[config.mk]
export PLATFORM = sky130hd
export DESIGN_NAME = sample_frame_packer_flat
export DESIGN_NICKNAME = d
export VERILOG_FILES = /design/src/rtl/sample_frame_packer_pkg.sv /design/src/rtl/sample_frame_packer_if.sv /design/src/rtl/sample_frame_packer_sync_fifo.sv /design/src/rtl/sample_frame_packer.sv /design/src/flat_wrapper.sv
export SDC_FILE = /design/constraint.sdc
export NUM_CORES = 1
export LEC_CHECK = 0
export CAP_MARGIN = 20
export CORE_MARGIN = 5
export CORE_UTILIZATION = 60
export CTS_CLUSTER_DIAMETER = 120
export DETAILED_ROUTE_END_ITERATION = 8
export DONT_BUFFER_PORTS = 1
export PLACE_DENSITY = 0.76
export SYNTH_ARGS = -nofsm -noshare
export SYNTH_HDL_FRONTEND = slang
export SYNTH_SLANG_ARGS = --single-unit
[constraint.sdc]
create_clock -name clk_i -period 7.7 [get_ports clk_i]
set_input_delay 1.54 -clock clk_i [delete_from_list [all_inputs] [get_ports clk_i]]
set_output_delay 1.54 -clock clk_i [all_outputs]
set_load 0.005 [all_outputs]
[src/rtl/sample_frame_packer_pkg.sv]
// Shared types and helpers for the sample frame packer.
// A frame is {left, right}, serialised as SYNC, six data bytes, XOR checksum.
package sample_frame_pkg;

    localparam int FRAME_BYTES = 8;
    localparam logic [7:0] SYNC_DEFAULT = 8'hA5;

    typedef enum logic [0:0] {
        ST_IDLE = 1'b0,
        ST_SEND = 1'b1
    } ser_state_e;

    typedef logic [47:0] frame_t;

    function automatic logic [7:0] frame_byte(
        input frame_t     f,
        input logic [2:0] idx,
        input logic [7:0] sync
    );
        logic [7:0] chk;
        logic [7:0] b;
        chk = f[47:40] ^ f[39:32] ^ f[31:24]
            ^ f[23:16] ^ f[15:8]  ^ f[7:0];
        case (idx)
            3'd0:    b = sync;
            3'd1:    b = f[47:40];
            3'd2:    b = f[39:32];
            3'd3:    b = f[31:24];
            3'd4:    b = f[23:16];
            3'd5:    b = f[15:8];
            3'd6:    b = f[7:0];
            default: b = chk;
        endcase
        return b;
    endfunction

endpackage

[src/rtl/sample_frame_packer_if.sv]
// Byte-wide valid/ready stream from the packer to the UART transmitter.
interface sample_frame_packer_if;

    logic [7:0] tx_data;
    logic       tx_valid;
    logic       tx_ready;

    modport master (
        output tx_data,
        output tx_valid,
        input  tx_ready
    );

    modport slave (
        input  tx_data,
        input  tx_valid,
        output tx_ready
    );

endinterface

[src/rtl/sample_frame_packer_sync_fifo.sv]
// Single-clock FIFO with registered full/empty flags and a level count.
module sync_fifo #(
    parameter int WIDTH = 48,
    parameter int DEPTH = 8,
    localparam int AW = $clog2(DEPTH)
) (
    input  logic             clk,
    input  logic             rst,
    input  logic             wr_en,
    input  logic [WIDTH-1:0] wr_data,
    input  logic             rd_en,
    output logic [WIDTH-1:0] rd_data,
    output logic             full,
    output logic             empty,
    output logic [AW:0]      level
);

    logic [WIDTH-1:0] mem [DEPTH];
    logic [AW-1:0]    wr_ptr;
    logic [AW-1:0]    rd_ptr;
    logic [AW:0]      count;
    logic [AW:0]      count_nxt;
    logic             do_wr;
    logic             do_rd;

    assign do_wr = wr_en && !full;
    assign do_rd = rd_en && !empty;

    always_comb begin
        count_nxt = count;
        case ({do_wr, do_rd})
            2'b10:   count_nxt = count + 1'b1;
            2'b01:   count_nxt = count - 1'b1;
            default: count_nxt = count;
        endcase
    end

    always_ff @(posedge clk) begin
        if (rst) begin
            wr_ptr <= '0;
            rd_ptr <= '0;
            count  <= '0;
            full   <= 1'b0;
            empty  <= 1'b1;
        end else begin
            if (do_wr) wr_ptr <= wr_ptr + 1'b1;
            if (do_rd) rd_ptr <= rd_ptr + 1'b1;
            count <= count_nxt;
            full  <= (count_nxt == (AW+1)'(DEPTH));
            empty <= (count_nxt == '0);
        end
    end

    always_ff @(posedge clk) begin
        if (do_wr) mem[wr_ptr] <= wr_data;
    end

    assign rd_data = mem[rd_ptr];
    assign level   = count;

endmodule

[src/rtl/sample_frame_packer.sv]
// Queues stereo sample pairs and serialises each as an 8-byte frame.
// Capture is never stalled: a strobe into a full FIFO is dropped and counted.
module sample_frame_packer
    import sample_frame_pkg::*;
#(
    parameter int         SAMPLE_W   = 24,
    parameter int         FIFO_DEPTH = 8,
    parameter logic [7:0] SYNC_BYTE  = SYNC_DEFAULT
) (
    input  logic                          clk_i,
    input  logic                          rst_i,
    input  logic                          enable_i,
    input  logic                          sample_stb_i,
    input  logic [SAMPLE_W-1:0]           left_i,
    input  logic [SAMPLE_W-1:0]           right_i,
    sample_frame_packer_if.master         tx,
    input  logic                          ovf_clr_i,
    output logic                          overflow_o,
    output logic [15:0]                   drop_cnt_o,
    output logic [$clog2(FIFO_DEPTH):0]   fifo_level_o
);

    logic [2*SAMPLE_W-1:0] fifo_rd;
    logic                  fifo_full;
    logic                  fifo_empty;
    logic                  wr_req;
    logic                  drop;
    logic                  pop;
    ser_state_e            state;
    logic [2:0]            idx;
    frame_t                hold;

    assign wr_req = sample_stb_i && enable_i;
    assign drop   = wr_req && fifo_full;
    assign pop    = (state == ST_IDLE) && !fifo_empty;

    sync_fifo #(
        .WIDTH (2*SAMPLE_W),
        .DEPTH (FIFO_DEPTH)
    ) u_fifo (
        .clk     (clk_i),
        .rst     (rst_i),
        .wr_en   (wr_req),
        .wr_data ({left_i, right_i}),
        .rd_en   (pop),
        .rd_data (fifo_rd),
        .full    (fifo_full),
        .empty   (fifo_empty),
        .level   (fifo_level_o)
    );

    always_ff @(posedge clk_i) begin
        if (rst_i) begin
            state <= ST_IDLE;
            idx   <= '0;
            hold  <= '0;
        end else begin
            case (state)
                ST_IDLE: begin
                    if (pop) begin
                        hold  <= frame_t'(fifo_rd);
                        idx   <= '0;
                        state <= ST_SEND;
                    end
                end
                default: begin
                    if (tx.tx_ready) begin
                        idx <= idx + 1'b1;
                        if (idx == 3'(FRAME_BYTES-1)) state <= ST_IDLE;
                    end
                end
            endcase
        end
    end

    assign tx.tx_valid = (state == ST_SEND);
    assign tx.tx_data  = tx.tx_valid ? frame_byte(hold, idx, SYNC_BYTE) : 8'h00;

    // A drop in the same cycle as a clear restarts the count at one.
    always_ff @(posedge clk_i) begin
        if (rst_i) begin
            overflow_o <= 1'b0;
            drop_cnt_o <= '0;
        end else if (drop) begin
            overflow_o <= 1'b1;
            if (ovf_clr_i)
                drop_cnt_o <= 16'd1;
            else if (drop_cnt_o != 16'hFFFF)
                drop_cnt_o <= drop_cnt_o + 16'd1;
        end else if (ovf_clr_i) begin
            overflow_o <= 1'b0;
            drop_cnt_o <= '0;
        end
    end

endmodule

[src/flat_wrapper.sv]
// flat-port wrapper written by rule: the top's interface ports become plain ports
module sample_frame_packer_flat import sample_frame_pkg::*;
#(
    parameter int         SAMPLE_W   = 24,
    parameter int         FIFO_DEPTH = 8,
    parameter logic [7:0] SYNC_BYTE  = SYNC_DEFAULT
)
  (clk_i, rst_i, enable_i, sample_stb_i, left_i, right_i, ovf_clr_i, overflow_o, drop_cnt_o, fifo_level_o, tx_tx_data, tx_tx_valid, tx_tx_ready);
  sample_frame_packer_if tx_i ();
  input  logic clk_i;
  input  logic rst_i;
  input  logic enable_i;
  input  logic sample_stb_i;
  input  logic [SAMPLE_W-1:0] left_i;
  input  logic [SAMPLE_W-1:0] right_i;
  input  logic ovf_clr_i;
  output logic overflow_o;
  output logic [15:0] drop_cnt_o;
  output logic [$clog2(FIFO_DEPTH):0] fifo_level_o;
  output wire logic [$bits(tx_i.tx_data)-1:0] tx_tx_data;
  output wire logic [$bits(tx_i.tx_valid)-1:0] tx_tx_valid;
  input wire logic [$bits(tx_i.tx_ready)-1:0] tx_tx_ready;
  assign tx_tx_data = tx_i.tx_data;
  assign tx_tx_valid = tx_i.tx_valid;
  assign tx_i.tx_ready = tx_tx_ready;
  sample_frame_packer #(.SAMPLE_W(SAMPLE_W), .FIFO_DEPTH(FIFO_DEPTH), .SYNC_BYTE(SYNC_BYTE)) u_core (.clk_i(clk_i), .rst_i(rst_i), .enable_i(enable_i), .sample_stb_i(sample_stb_i), .left_i(left_i), .right_i(right_i), .tx(tx_i), .ovf_clr_i(ovf_clr_i), .overflow_o(overflow_o), .drop_cnt_o(drop_cnt_o), .fifo_level_o(fifo_level_o));
endmodule
After elaboration in Yosys (flattened, before gate mapping). Memory sizes are Yosys's and may differ from the RTL's. A register that Yosys moved wholly into a read port is not among the register bits. Index checks and enable logic that the tools add are counted.

Add/subtract/negate cells: 6. Multiply operators: 0. Divide/modulo/power cells: 0. Order comparisons: 0. Eq/ne operators: 12. Shifts and indexed selects: 0. Muxes and demuxes: 18. Bitwise operators: 6. Reductions and logical operators: 15.

Operators by type and width (number): 16-bit 2-to-1 mux (4); 8-bit one-hot mux with 7 select lines (1); 8-bit bitwise XOR (5); 16-bit by 1-bit adder with 16-bit output (second input constant) (1); 16-bit != test (second input constant) (1); 3-bit == test (second input constant) (4); 3-bit by 1-bit adder with 3-bit output (second input constant) (3); 3-bit 2-to-1 mux (3); 1-bit 2-to-1 mux (8); 8-bit 2-to-1 mux (1); 4-bit one-hot mux with 2 select lines (1); 3-bit by 2-bit == test with 1-bit output (second input constant) (2); 2-bit AND reduction (3); 2-bit nonzero test (3); 1-bit logical AND (5); 4-bit by 1-bit adder with 4-bit output (second input constant) (1); 4-bit == test (second input constant) (1); 4-bit logical NOT (1); 4-bit by 1-bit subtractor with 4-bit output (second input constant) (1); 3-bit by 1-bit == test with 1-bit output (second input constant) (1); 3-bit logical NOT (1); 2-bit by 1-bit == test with 1-bit output (second input constant) (1); 2-bit == test (second input constant) (1); 1-bit logical NOT (2); 2 further kinds (2).

Register bits after elaboration: 33. Bits in latches: 0. Bits in writable memories: 384. Memory bits (read-only): 0. Input bits: 54. Output and inout port bits: 30. Word-level logic and storage cells: 67. Memories kept: 1.

Memories: u_core.u_fifo.mem (depth 8, bits a word 48, read ports 1, clocked after Yosys merged registers in 1, write ports 1, RTL line sample_frame_packer_sync_fifo.sv:18) `logic [WIDTH-1:0] mem [DEPTH];`.

Depth between registers and ports, before layout.
Depth in word-level cells: 7. Depth in mapped cells: 11. Depth with buffers taken out: 10.

Modules after synthesis. Synthesis repeated with hierarchy kept, for this count alone.

Cells, all modules: 1074. Area total of the unflattened synthesis: 18984.5 um^2.

Modules (own cells, without submodules): sync_fifo (times used 1, cells an instance 637, area an instance 15494.9 um^2, sequential area each 11831.3 um^2); sample_frame_packer (times used 1, cells an instance 437, area an instance 3489.6 um^2, sequential area each 1381.3 um^2).

Least setup slack after synthesis. Ideal clock, no wire load.

Path kind: input to register. Start: input port enable_i. End: memory u_core.u_fifo.mem[0][0], enable pin. Setup time: 0.573 ns. Arrival: 6.432 ns. Data required time: 7.127 ns. Slack: 0.695 ns. Stages: 4. Path buffers: 1. Path through: and3b_1 -> buf_6 -> inv_6 -> nor4_1.

Longest elaborated chain between the ends: 4.

Ends and longest elaborated chain: from (decl) (RTL line flat_wrapper.sv:12) `input logic enable_i;`; 1-bit logical AND (RTL line sample_frame_packer.sv:33) `assign wr_req = sample_stb_i && enable_i;`; 1-bit logical AND (RTL line sample_frame_packer_sync_fifo.sv:26) `assign do_wr = wr_en && !full;`; 1-bit 2-to-1 mux (RTL line sample_frame_packer_sync_fifo.sv:55) `if (do_wr) mem[wr_ptr] <= wr_data;`; 1-bit 2-to-1 mux (implied by the code) (RTL line sample_frame_packer_sync_fifo.sv:55); to (decl) (RTL line sample_frame_packer_sync_fifo.sv:18).

No other way between the ends.

Final worst setup path.
Start: register u_core.idx[2]. End: output port tx_tx_data[0].

Longest elaborated chain between the ends: 3. Elaborated cells between the ends (all ways): 9. Classes of those cells: eq/ne: 6; mux: 2; reduce/logical: 1.

Ends and longest elaborated chain: from (decl) (RTL line sample_frame_packer.sv:30) `logic [2:0] idx;`; from (signal assigned) (RTL line sample_frame_packer.sv:68) `idx <= idx + 1'b1;`; 3-bit == test (tied with other cells) (RTL line sample_frame_packer_pkg.sv:24) `case (idx)`; 8-bit one-hot mux with 7 select lines (*) (RTL line sample_frame_packer_pkg.sv:24); 8-bit 2-to-1 mux (*) (RTL line sample_frame_packer.sv:77) `assign tx.tx_data = tx.tx_valid ? frame_byte(hold, idx, SYNC_BYTE) : 8'h00;`; to (decl) (RTL line flat_wrapper.sv:20) `output wire logic [$bits(tx_i.tx_data)-1:0] tx_tx_data;`.

Every way passes the cells marked *; elsewhere a longest branch is shown, timed or not.

==> metrics.cfg <==
[run_status]
outcome=completed

[synthesis]
synthCells=1037
synth_top_area_cell=edfxtp_1
synth_nets=1102
async_flop_share_pct=0
synth-edff-count=384
yosys_most_used_dff=edfxtp_1
yosys_warnings=0
ys_seq_area_share_pct=71.28
synth_top_area_share_pct=62.49
syn_area_um2=18450
synth-seq-cells=465
synth_cell_type_count=63
synthTopCellsByArea=edfxtp_1 62%, mux4_2 12%, dfxtp_1 8.8%
syn_area_per_cell_um2=17.79

[pwr]
p_int_mw=4.772
ir_worst_vdd_v=0.0001922
power_frac_seq_pct=48.1
power.total_mw=6.501
switching_power_mw=1.729
power_frac_comb_pct=19.8
p_leak_nw=6.232
p_clk_share_pct=32.1
power_density_nw_per_um2=321.0
power.share.switching_pct=26.60

[cts]
cts-root-buf=clkbuf_16
clock_path_buffers=3
clk_pin_slew_ns=0.06
cts_hold_buffers=0
ctsHtreeMaxLevel=2
cts_sinks=465
cts_buffers=45
cts_tree=built
cts_setup_buffers=0
cts_resized=0
clk_latency_ns=0.54

[floorplan]
die_area_um2=34360
io_pins=84
rows=64
fp.dieW_um=185.4
coreArea_um2=30510
chipHeight_um=185.4
start_util_pct=60.48

[global_routing]
grt_pass1_vias=9543
grt_start_max_net_pins=100
grt_remaining_overflow=0
antenna_found_initial=0
grt_util_all_layers_pct=21.16
grt_pass1_wl_mm=55.45

[timing]
tns_ns=0
final.min_clock_period_ns=4.633
maxSlewHeadroom_pct=30.21
finalSetupViolations=0
slew_violations=0
hold_viol=0
skew_ns=0.01855
fmax_mhz=215.8
grt_setup_unrepaired=false
timing.final.crit_share_pct=60.17
hold_ws_ns=0.5237
worst_slew_pin_slew_ns=1.047

[final_layout]
final_cell_mix=384 x edfxtp_1, 96 x mux4_2, 78 x dfxtp_1, 75 x nor2_1
final_nets=1104
antenna_cells=0
drive_above_1_share_pct=18.72
final_common_cell=edfxtp_1
syn_to_final_growth_pct=9.751

[detailed_routing]
route.detailed.drc=0
drt_iter0_markers=764
drt_pass1_iterations=8
wire_per_inst_um=24.14
via_per_inst=6.281
drt-total-wl_mm=35.49
ant_nets=0
vias=9233

[critical_path]
cp_max_fo=20
cp.required_ns=6.16
startpoint=u_core.idx[2]
arrival_ns=3.09
worstSetupPathType=flop to output port
cp-end-kind=output port
r2r_start=u_core.u_fifo.rd_ptr[0]
start_kind=flop

[placement]
dp_hpwl_mm=20.01
place.gp.congestion=0.8838
numPortBuffers=0

[min_path]
holdCritStartpoint=u_core.hold[38]
hp-class=flop to flop

[run]
max_cap_violations=0

## flip-flops by register name (all words and copies together) (netlist names), 3 cells and up
name	count
u_core.hold	48
u_core.u_fifo.rd_ptr	3
u_core.drop_cnt_o	16
u_core.u_fifo.wr_ptr	3
u_core.u_fifo.mem	384
u_core.idx	3
u_core.u_fifo.level	4
## synthesized netlist by cell type (3+ instances only)
cell        n
nor2b_1     4
o211ai_1    3
buf_6       3
nand4_1     4
mux2i_1    49
xor2_1     18
o31a_1      3
o21a_1      5
a32oi_1     3
xnor2_1    32
nand2_1    24
nand3_1    11
a221oi_1    4
nand2b_1    7
a222oi_1    4
or3_1       5
and2_1      4
buf_2      14
nor3_1      8
a211oi_1   49
buf_1       3
edfxtp_1  384
mux4_2     96
clkbuf_1   34
nor2_1     78
ha_1       11
o21ai_0    18
inv_1       8
a21oi_1    21
buf_4       5
dfxtp_1    81
## layout make-up
class | instances | area [um2]
clock buffer | 68 | 1344
tap | 396 | 495.5
inverter | 9 | 40.04
clock inverter | 14 | 71.32
sequential | 465 | 13160
timing repair buffer | 15 | 112.6
fill | 1995 | 10260
multi-input combinational | 503 | 5024
## per-layer routing
metal,routed length (um),GRT usage (%)
met5,0,0
met4,877,6.577
met3,2490,4.301
met2,17050,33.36
met1,15070,30.43
## metrics by stage
stage | area (um2) | util, % | std cells | setup slack (ns)
5_1_grt | 20250 | 66.38 | 1470 | 2.819
3_5_place_dp | 18840 | 61.74 | 1388 | 3.662
4_1_cts | 20250 | 66.38 | 1470 | 3.091
6_report | 20250 | 66.38 | 1470 | 3.067
2_1_floorplan | 18450 | - | 1037 | 0.6949
3_3_place_gp | 18840 | 61.74 | 1388 | 3.737
## power groups by stage
stage	clock network, mW	logic [mW]	registers [mW]
final	2.09	1.29	3.12
after CTS	2.12	1.31	3.13
after floorplan	0	1.17	3.04
after global routing	2.23	1.41	3.15
after global placement	0	1.28	3.18
after detailed placement	0	1.30	3.18
## cells by family after synthesis
logic type	synth area share [%]
DFF	71.28
and+or+nand+nor	4.306
muxes	14.50
AOI/OAI and AO/OA	5.038
buffers and inverters	1.756
xor gates and xnor gates	2.373
adders and majority gates	0.7459
## final timing paths
path | end | slack, ns | cells past startpoint
worst max-delay path | tx_tx_data[0] | 3.07 | 5
worst min-delay path | u_core.hold[38] | 0.52 | 2
worst max register to register | u_core.hold[23] | 5.01 | 4
worst min register to register | u_core.hold[38] | 0.52 | 2
## critical path, cell delays in order, from the launching register on
cell	delay [ns]
dfxtp_1	0.74
inv_1	0.29
ha_1	0.41
or4_1	0.63
o211ai_1	0.23
and2_1	0.24
Note: power is estimated with default switching activity, not from simulation.
